$ cat config.mk
export PLATFORM = sky130hd
export DESIGN_NAME = demux_rr_arbiter_flat
export DESIGN_NICKNAME = d
export VERILOG_FILES = /design/src/rtl/demux_rr_arbiter_pkg.sv /design/src/rtl/demux_rr_arbiter_if.sv /design/src/rtl/demux_rr_arbiter_rr_pick.sv /design/src/rtl/demux_rr_arbiter.sv /design/src/flat_wrapper.sv
export SDC_FILE = /design/constraint.sdc
export NUM_CORES = 1
export LEC_CHECK = 0
export CORE_UTILIZATION = 51
export CTS_CLUSTER_DIAMETER = 150
export DETAILED_ROUTE_END_ITERATION = 10
export GPL_TIMING_DRIVEN = 0
export PLACE_DENSITY = 0.78
export SETUP_SLACK_MARGIN = 0.5
export SYNTH_ARGS = -nofsm -noshare
export SYNTH_HDL_FRONTEND = slang
export SYNTH_HIERARCHICAL = 1
export SYNTH_SLANG_ARGS = --single-unit
$ cat constraint.sdc
create_clock -name clk -period 1.76 [get_ports clk]
set_input_delay 0.176 -clock clk [delete_from_list [all_inputs] [get_ports clk]]
set_output_delay 0.176 -clock clk [all_outputs]
set_load 0.1 [all_outputs]
$ cat src/rtl/demux_rr_arbiter_pkg.sv
// Shared types and constants for the 4-way round-robin demux arbiter.
// Imported by the interface, the picker and the top.
package demux_rr_arbiter_pkg;

    localparam int N_REQ = 4;
    localparam int SEL_W = 2;

    typedef enum logic [1:0] {
        ST_IDLE  = 2'd0,
        ST_GRANT = 2'd1,
        ST_GAP   = 2'd2
    } arb_state_t;

endpackage

$ cat src/rtl/demux_rr_arbiter_if.sv
// Request/grant bundle between the requesters and the arbiter.
// The master side drives requests; the slave side (arbiter) returns the grant.
interface demux_rr_arbiter_if;
    import demux_rr_arbiter_pkg::*;

    logic             en;
    logic [N_REQ-1:0] req;
    logic [N_REQ-1:0] gnt;
    logic [SEL_W-1:0] gnt_id;
    logic             busy;
    logic             timeout;

    modport master (output en, req, input gnt, gnt_id, busy, timeout);
    modport slave  (input en, req, output gnt, gnt_id, busy, timeout);
endinterface

$ cat src/rtl/demux_rr_arbiter_rr_pick.sv
// Combinational round-robin picker: first set request bit scanning
// ptr, ptr+1, ... modulo N_REQ.
module rr_pick
    import demux_rr_arbiter_pkg::*;
(
    input  logic [N_REQ-1:0] req,
    input  logic [SEL_W-1:0] ptr,
    output logic             found,
    output logic [SEL_W-1:0] idx
);

    logic [SEL_W-1:0] cand;

    // Walk the offsets from far to near so the nearest set bit wins.
    always_comb begin
        found = 1'b0;
        idx   = ptr;
        cand  = '0;
        for (int k = N_REQ - 1; k >= 0; k--) begin
            cand = ptr + SEL_W'(k);
            if (req[cand]) begin
                found = 1'b1;
                idx   = cand;
            end
        end
    end

endmodule

$ cat src/rtl/demux_rr_arbiter.sv
// Round-robin arbiter with bounded tenure and a one-cycle release gap;
// gnt_id drives the select of a downstream 1-to-4 demux.
module demux_rr_arbiter
    import demux_rr_arbiter_pkg::*;
#(
    parameter int MAX_HOLD = 15
) (
    input  logic               clk,
    input  logic               rst,
    demux_rr_arbiter_if.slave  arb
);

    localparam logic [7:0] HOLD_LIM = 8'(MAX_HOLD);

    arb_state_t       state;
    logic [N_REQ-1:0] gnt_q;
    logic [SEL_W-1:0] gnt_id_q;
    logic [SEL_W-1:0] ptr;
    logic [7:0]       hold_cnt;
    logic             busy_q;
    logic             timeout_q;

    logic             pick_found;
    logic [SEL_W-1:0] pick_idx;

    rr_pick u_pick (
        .req   (arb.req),
        .ptr   (ptr),
        .found (pick_found),
        .idx   (pick_idx)
    );

    always_ff @(posedge clk) begin
        if (rst) begin
            state     <= ST_IDLE;
            gnt_q     <= '0;
            gnt_id_q  <= '0;
            ptr       <= '0;
            hold_cnt  <= '0;
            busy_q    <= 1'b0;
            timeout_q <= 1'b0;
        end else begin
            timeout_q <= 1'b0;
            case (state)
                ST_IDLE: begin
                    if (arb.en && pick_found) begin
                        state           <= ST_GRANT;
                        gnt_q           <= '0;
                        gnt_q[pick_idx] <= 1'b1;
                        gnt_id_q        <= pick_idx;
                        hold_cnt        <= 8'd1;
                        busy_q          <= 1'b1;
                    end
                end
                ST_GRANT: begin
                    // Only the owner's request bit matters while a tenure runs.
                    if (!arb.req[gnt_id_q] || hold_cnt == HOLD_LIM) begin
                        state     <= ST_GAP;
                        gnt_q     <= '0;
                        busy_q    <= 1'b0;
                        hold_cnt  <= '0;
                        ptr       <= gnt_id_q + SEL_W'(1);
                        timeout_q <= arb.req[gnt_id_q];
                    end else begin
                        hold_cnt <= hold_cnt + 8'd1;
                    end
                end
                ST_GAP: begin
                    state <= ST_IDLE;
                end
                default: begin
                    state    <= ST_IDLE;
                    gnt_q    <= '0;
                    busy_q   <= 1'b0;
                    hold_cnt <= '0;
                end
            endcase
        end
    end

    assign arb.gnt     = gnt_q;
    assign arb.gnt_id  = gnt_id_q;
    assign arb.busy    = busy_q;
    assign arb.timeout = timeout_q;

endmodule

$ cat src/flat_wrapper.sv
// flat-port wrapper written by rule: the top's interface ports become plain ports
module demux_rr_arbiter_flat import demux_rr_arbiter_pkg::*;
#(
    parameter int MAX_HOLD = 15
)
  (clk, rst, arb_en, arb_req, arb_gnt, arb_gnt_id, arb_busy, arb_timeout);
  demux_rr_arbiter_if arb_i ();
  input  logic clk;
  input  logic rst;
  input wire logic [$bits(arb_i.en)-1:0] arb_en;
  input wire logic [$bits(arb_i.req)-1:0] arb_req;
  output wire logic [$bits(arb_i.gnt)-1:0] arb_gnt;
  output wire logic [$bits(arb_i.gnt_id)-1:0] arb_gnt_id;
  output wire logic [$bits(arb_i.busy)-1:0] arb_busy;
  output wire logic [$bits(arb_i.timeout)-1:0] arb_timeout;
  assign arb_i.en = arb_en;
  assign arb_i.req = arb_req;
  assign arb_gnt = arb_i.gnt;
  assign arb_gnt_id = arb_i.gnt_id;
  assign arb_busy = arb_i.busy;
  assign arb_timeout = arb_i.timeout;
  demux_rr_arbiter #(.MAX_HOLD(MAX_HOLD)) u_core (.clk(clk), .rst(rst), .arb(arb_i));
endmodule
* Yosys cells after proc, flatten, opt, wreduce, memory -nomap -nowiden
Cells that the tools add are included.
** Storage, ports and cells
- Bits in registers :: 20
- Bits in latches :: 0
- Bits in writable memories :: 0
- ROM bits :: 0
- Input port bits :: 7
- Output and inout port bits :: 8
- Logic and storage cells :: 70
- Memories kept :: 0
** Cells by class
- Add/subtract/negate cells :: 5
- Multiply operators :: 0
- Divide/modulo/power cells :: 0
- Magnitude comparators :: 7
- Equality and inequality tests :: 5
- Shift operators :: 0
- Muxes and demuxes :: 32
- Bitwise logic cells :: 3
- Reduce and logical (&&, ||, !) cells :: 11
** Operator list (count)
- $pmux W8 S3 :: 1
- $lt A2 B3 Y1 const B :: 6
- $mux W8 :: 2
- $mux W1 :: 12
- $mux W2 :: 6
- $pmux W4 S3 :: 1
- $bmux W1 S2 :: 5
- $add A8 B1 Y8 const B :: 1
- $eq A8 B4 Y1 const B :: 1
- $mux W4 :: 2
- $reduce_and A2 Y1 :: 4
- $add A2 B1 Y2 const B :: 2
- $add A2 B2 Y2 const B :: 2
- $ne A2 B1 Y1 const B :: 2
- $pmux W2 S2 :: 1
- $not A1 Y1 :: 3
- $pmux W1 S3 :: 1
- $reduce_and A3 Y1 :: 1
- $reduce_or A3 Y1 :: 1
- $demux W1 S2 :: 1
- $eq A2 B1 Y1 const B :: 1
- $eq A2 B2 Y1 const B :: 1
- $ge A2 B1 Y1 const B :: 1
- $logic_and A1 B1 Y1 :: 2
- other kinds (3) :: 3

* Logic depth before layout (Yosys ltp)
- Depth in word-level cells :: 13
- Depth in mapped cells :: 7
- Mapped depth without buffers :: 6

* Hierarchy
The synthesis kept the hierarchy.
** Modules (own cells, without submodules)
- demux_rr_arbiter :: instances 1, cells an instance 96, area each 889.6 um^2, sequential area each 400.4 um^2
- rr_pick :: instances 1, cells an instance 16, area each 100.1 um^2, sequential area each 0.0 um^2

* Least setup slack after synthesis
OpenSTA, ideal clock, no wires.
- Path type :: register -> register
- Start :: reg u_core.gnt_id_q[0] (netlist: u_core/arb.gnt_id[0])
- End :: reg u_core.gnt_q[0] (netlist: u_core/arb.gnt[0])
- Setup time :: 0.129 ns
- Arrival :: 2.153 ns
- Required time :: 1.631 ns
- Setup slack :: -0.522 ns
- Stages on the path, launching flop included :: 5
- Path buffers :: 0
- Clock period less this slack :: 2.282 ns
- Path through :: dfxtp_1 -> mux4_2 -> o211a_4 -> o21bai_4 -> o22ai_1
** Between the ends
- Longest elaborated chain between the ends :: 6
** RTL lines
- start, declared :: RTL line demux_rr_arbiter.sv:17 : logic [SEL_W-1:0] gnt_id_q;
- start signal, assigned :: RTL line demux_rr_arbiter.sv:50 : gnt_id_q <= pick_idx;
- $bmux W1 S2 :: RTL line demux_rr_arbiter.sv:57 : if (!arb.req[gnt_id_q] || hold_cnt == HOLD_LIM) begin
- $mux W1 (implied by the code) :: RTL line demux_rr_arbiter.sv:57
- $logic_not A1 Y1 :: RTL line demux_rr_arbiter.sv:57
- $logic_or A1 B1 Y1 :: RTL line demux_rr_arbiter.sv:57
- $ne A2 B1 Y1 (no source line)
- $reduce_and A3 Y1 (no source line)
- end signal, assigned by index :: RTL line demux_rr_arbiter.sv:49 : gnt_q[pick_idx] <= 1'b1;
- end signal, assigned :: RTL line demux_rr_arbiter.sv:59 : gnt_q <= '0;
- end signal, assigned :: RTL line demux_rr_arbiter.sv:73 : gnt_q <= '0;
- end, declared :: RTL line demux_rr_arbiter.sv:16 : logic [N_REQ-1:0] gnt_q;
No other way between the ends. The select of a mux whose other input is x is not followed.
A chain may end at the register's enable or synchronous reset.

* Final worst setup path
- Start :: reg u_core.hold_cnt[7]
- End :: reg u_core.gnt_q[2] (netlist: u_core/arb.gnt[2])
** Between the ends
- Longest elaborated chain between the ends :: 4
** RTL lines
- start, declared :: RTL line demux_rr_arbiter.sv:19 : logic [7:0] hold_cnt;
- start signal, assigned :: RTL line demux_rr_arbiter.sv:65 : hold_cnt <= hold_cnt + 8'd1;
- $eq A8 B4 Y1 :: RTL line demux_rr_arbiter.sv:57
- $logic_or A1 B1 Y1 :: RTL line demux_rr_arbiter.sv:57
- $ne A2 B1 Y1 (no source line)
- $reduce_and A3 Y1 (no source line)
No other way between the ends.

==> run metrics <==
Yosys reg bits 20; Seq. cell area 411.6 µm²; syn avg cell area 8.837 µm²; initial core utilization 0.5610; Hold Path Class flop to flop; die area 2121 µm²; unrepaired setup endpoints after global routing true; vias in the first global route 821; flop2flop setup slack 130 ps; clock slew at reported path FFs 110 ps; Seq/Total Area, Yosys 0.4046; Sink Count 20; Filler Cell Count 139; Peak VDD IR 0.4799 mV; Worst Hold Depth 2; initial antenna violation count 0; diodes inserted 0; CTS Buf Count 3; total gr overflow 0; Routed WL 2428 µm; routed len/inst 14.90 µm; CTS tree built; final std cells w/o fill 163; Pins Over Slew Limit 0; worst-margin pin slew 502.2 ps; HPWL Detailed 1565 µm; via density per instance 5.975; reg-to-reg endpoint u_core/arb.gnt[2]; count of input and output buffers 14; leakage 0.4942 nW; post-layout min period 1625 ps; number of DRC markers in iteration 0 27; Critical Path AT 1800 ps; Die X 46.05 µm; vias 974; Reg2Reg Depth 4; clock root cell clkbuf_4; hold_sp u_core/arb.gnt[1]; Hold Vio Cnt, Final 0; # rows 15; commonest non-fill, non-tap cell in the layout nor2_1; share of cells above drive strength 1 0.3696; relative slew slack 0.6652; Final Skew 2.580 ps; Synth Net Count 120; ys async rst share 0; largest net degree at the start of global routing 12; Post-Syn Instances 112; Die H 46.05 µm; Max H-tree Level 1; outcome finished, final reports clean; required time worst endpoint 1940 ps; Post-synth top flop dfxtp_1; Core ar. 1764 µm²; worst-skew pair later-pin latency 300 ps; CTS Buffer Depth 2; yosys warns 6; Setup CP Type flop to flop; Mapped Area 989.7 µm²; synthesis-to-finish area growth 33.38%; Netlist cell types 38; RR Startpoint u_core/hold_cnt[7]; multi-input logic area 634.4 µm²; final setup vio count 0; P per Cell Area 773.0 nW/µm²; period utilization 0.9235; startpoint types flop; CP Capture Type flop; Remaining DRCs 0; worst-path fanout max 5; fin nets 147; Inst Count DP 151; max-cap violations 0; GRT Overall Usage 0.2376; Routed Antenna Nets 0; smallest hold slack 471.1 ps; DRT Pass-1 Iters 4; highest-count cells in the layout ignoring fill and taps nor2_1, dfxtp_1, buf_4; boundary pin count 15; number of flops mapped to enable cells by yosys 0; Fmax 615.3 MHz; GP Congestion 0.7489; first-pass GRT wire length 3525 µm; Worst Hold Path EP u_core/arb.gnt[1]
==> logic make-up after synthesis <==
| group | synth area share |
|---|---|
| adder cells (fa/ha/maj) | 0.01264 |
| XOR/XNOR | 0.04425 |
| flip-flops | 0.4045 |
| AO/OA/AOI/OAI | 0.2314 |
| AND/OR/NAND/NOR | 0.2326 |
| buffers and inverters | 0.03160 |
| multiplexers | 0.04298 |
==> metrics by stage <==
step | utilization | instance area, µm² | total power [mW] | setup slack [ps] | TNS [ps]
2_1_floorplan | - | 997.2 | 0.6914 | 55.89 | 0
3_3_place_gp | 0.6624 | 1169 | 0.7511 | -269.0 | -1759
3_5_place_dp | 0.6624 | 1169 | 0.7566 | -342.3 | -2639
4_1_cts | 0.6986 | 1232 | 0.9957 | 167.6 | 0
5_1_grt | 0.7482 | 1320 | 1.067 | 135.8 | 0
6_report | 0.7482 | 1320 | 1.020 | 134.7 | 0
==> routing by layer <==
metal	GRT usage	share of wire
met2	0.4254	0.54
met3	0.05882	0.049
met4	0.07059	0.0058
met5	0	0
met1	0.2756	0.40
==> sequential cells by signal (all words and copies together) (netlist names) <==
signal / cells
u_core/ptr: 2
u_core/hold_cnt: 8
u_core/arb.timeout: 1
u_core/state: 2
u_core/arb.gnt_id: 2
u_core/arb.gnt: 4
u_core/arb.busy: 1
==> cell type report <==
| cell class | count | share of cell area |
|---|---|---|
| Clock buffer | 4 | 0.01991 |
| Tap cell | 25 | 0.02370 |
| Timing Repair Buffer | 21 | 0.1308 |
| Inverter | 3 | 0.008531 |
| Multi-Input combinational cell | 85 | 0.4806 |
| Buffer | 5 | 0.02464 |
| Sequential cell | 20 | 0.3118 |
==> worst max-delay path by stage <==
stage                                    start                  to  slack (ps)  depth (start not counted)
after floorplan           u_core/arb.gnt_id[0]   u_core/arb.gnt[1]          60                          4
final                       u_core/hold_cnt[7]   u_core/arb.gnt[2]         130                          4
after CTS                   u_core/hold_cnt[7]   u_core/arb.gnt[0]         170                          4
after global placement              arb_req[3]  u_core/hold_cnt[6]        -270                          8
after detailed placement            arb_req[3]  u_core/hold_cnt[6]        -340                          8
after global routing        u_core/hold_cnt[7]   u_core/arb.gnt[0]         140                          4
==> where the power goes <==
group	switching (mW)	internal (mW)
Sequential	0.0181	0.475
Clock	0.138	0.0885
Combinational	0.192	0.109
Total	0.348	0.672
==> Yosys cell counts, types with 2 or more instances <==
cell      number  area, µm²
dfxtp_1       20      400.4
nor2_1        17      63.81
o21ai_0        9      45.04
a21oi_1        8      40.04
nand2_1        8      30.03
clkbuf_1       4      15.01
xor2_1         4      35.03
inv_1          3      11.26
a311oi_1       2      17.52
and2b_2        2      17.52
and3b_1        2      17.52
mux2i_1        2      20.02
nand3_1        2      10.01
nand4b_1       2      17.52
nor2b_1        2      12.51
o211ai_1       2      15.01
or4_1          2      15.01
==> worst max-delay path, stage by stage (launching register included) <==
cell     delay [ps]
dfxtp_2         340
or4_4           570
o211a_4         290
o21ai_0         210
a21oi_1         100
==> repair_timing <==
action,4_1_cts,5_1_grt
hold buffers,0,0
endpoints found under the setup margin,28,24
gates resized for setup,60,24
pin swaps,12,7
cloned,1,0
buffers inserted,3,4
Power figures use the tool's default switching activity.
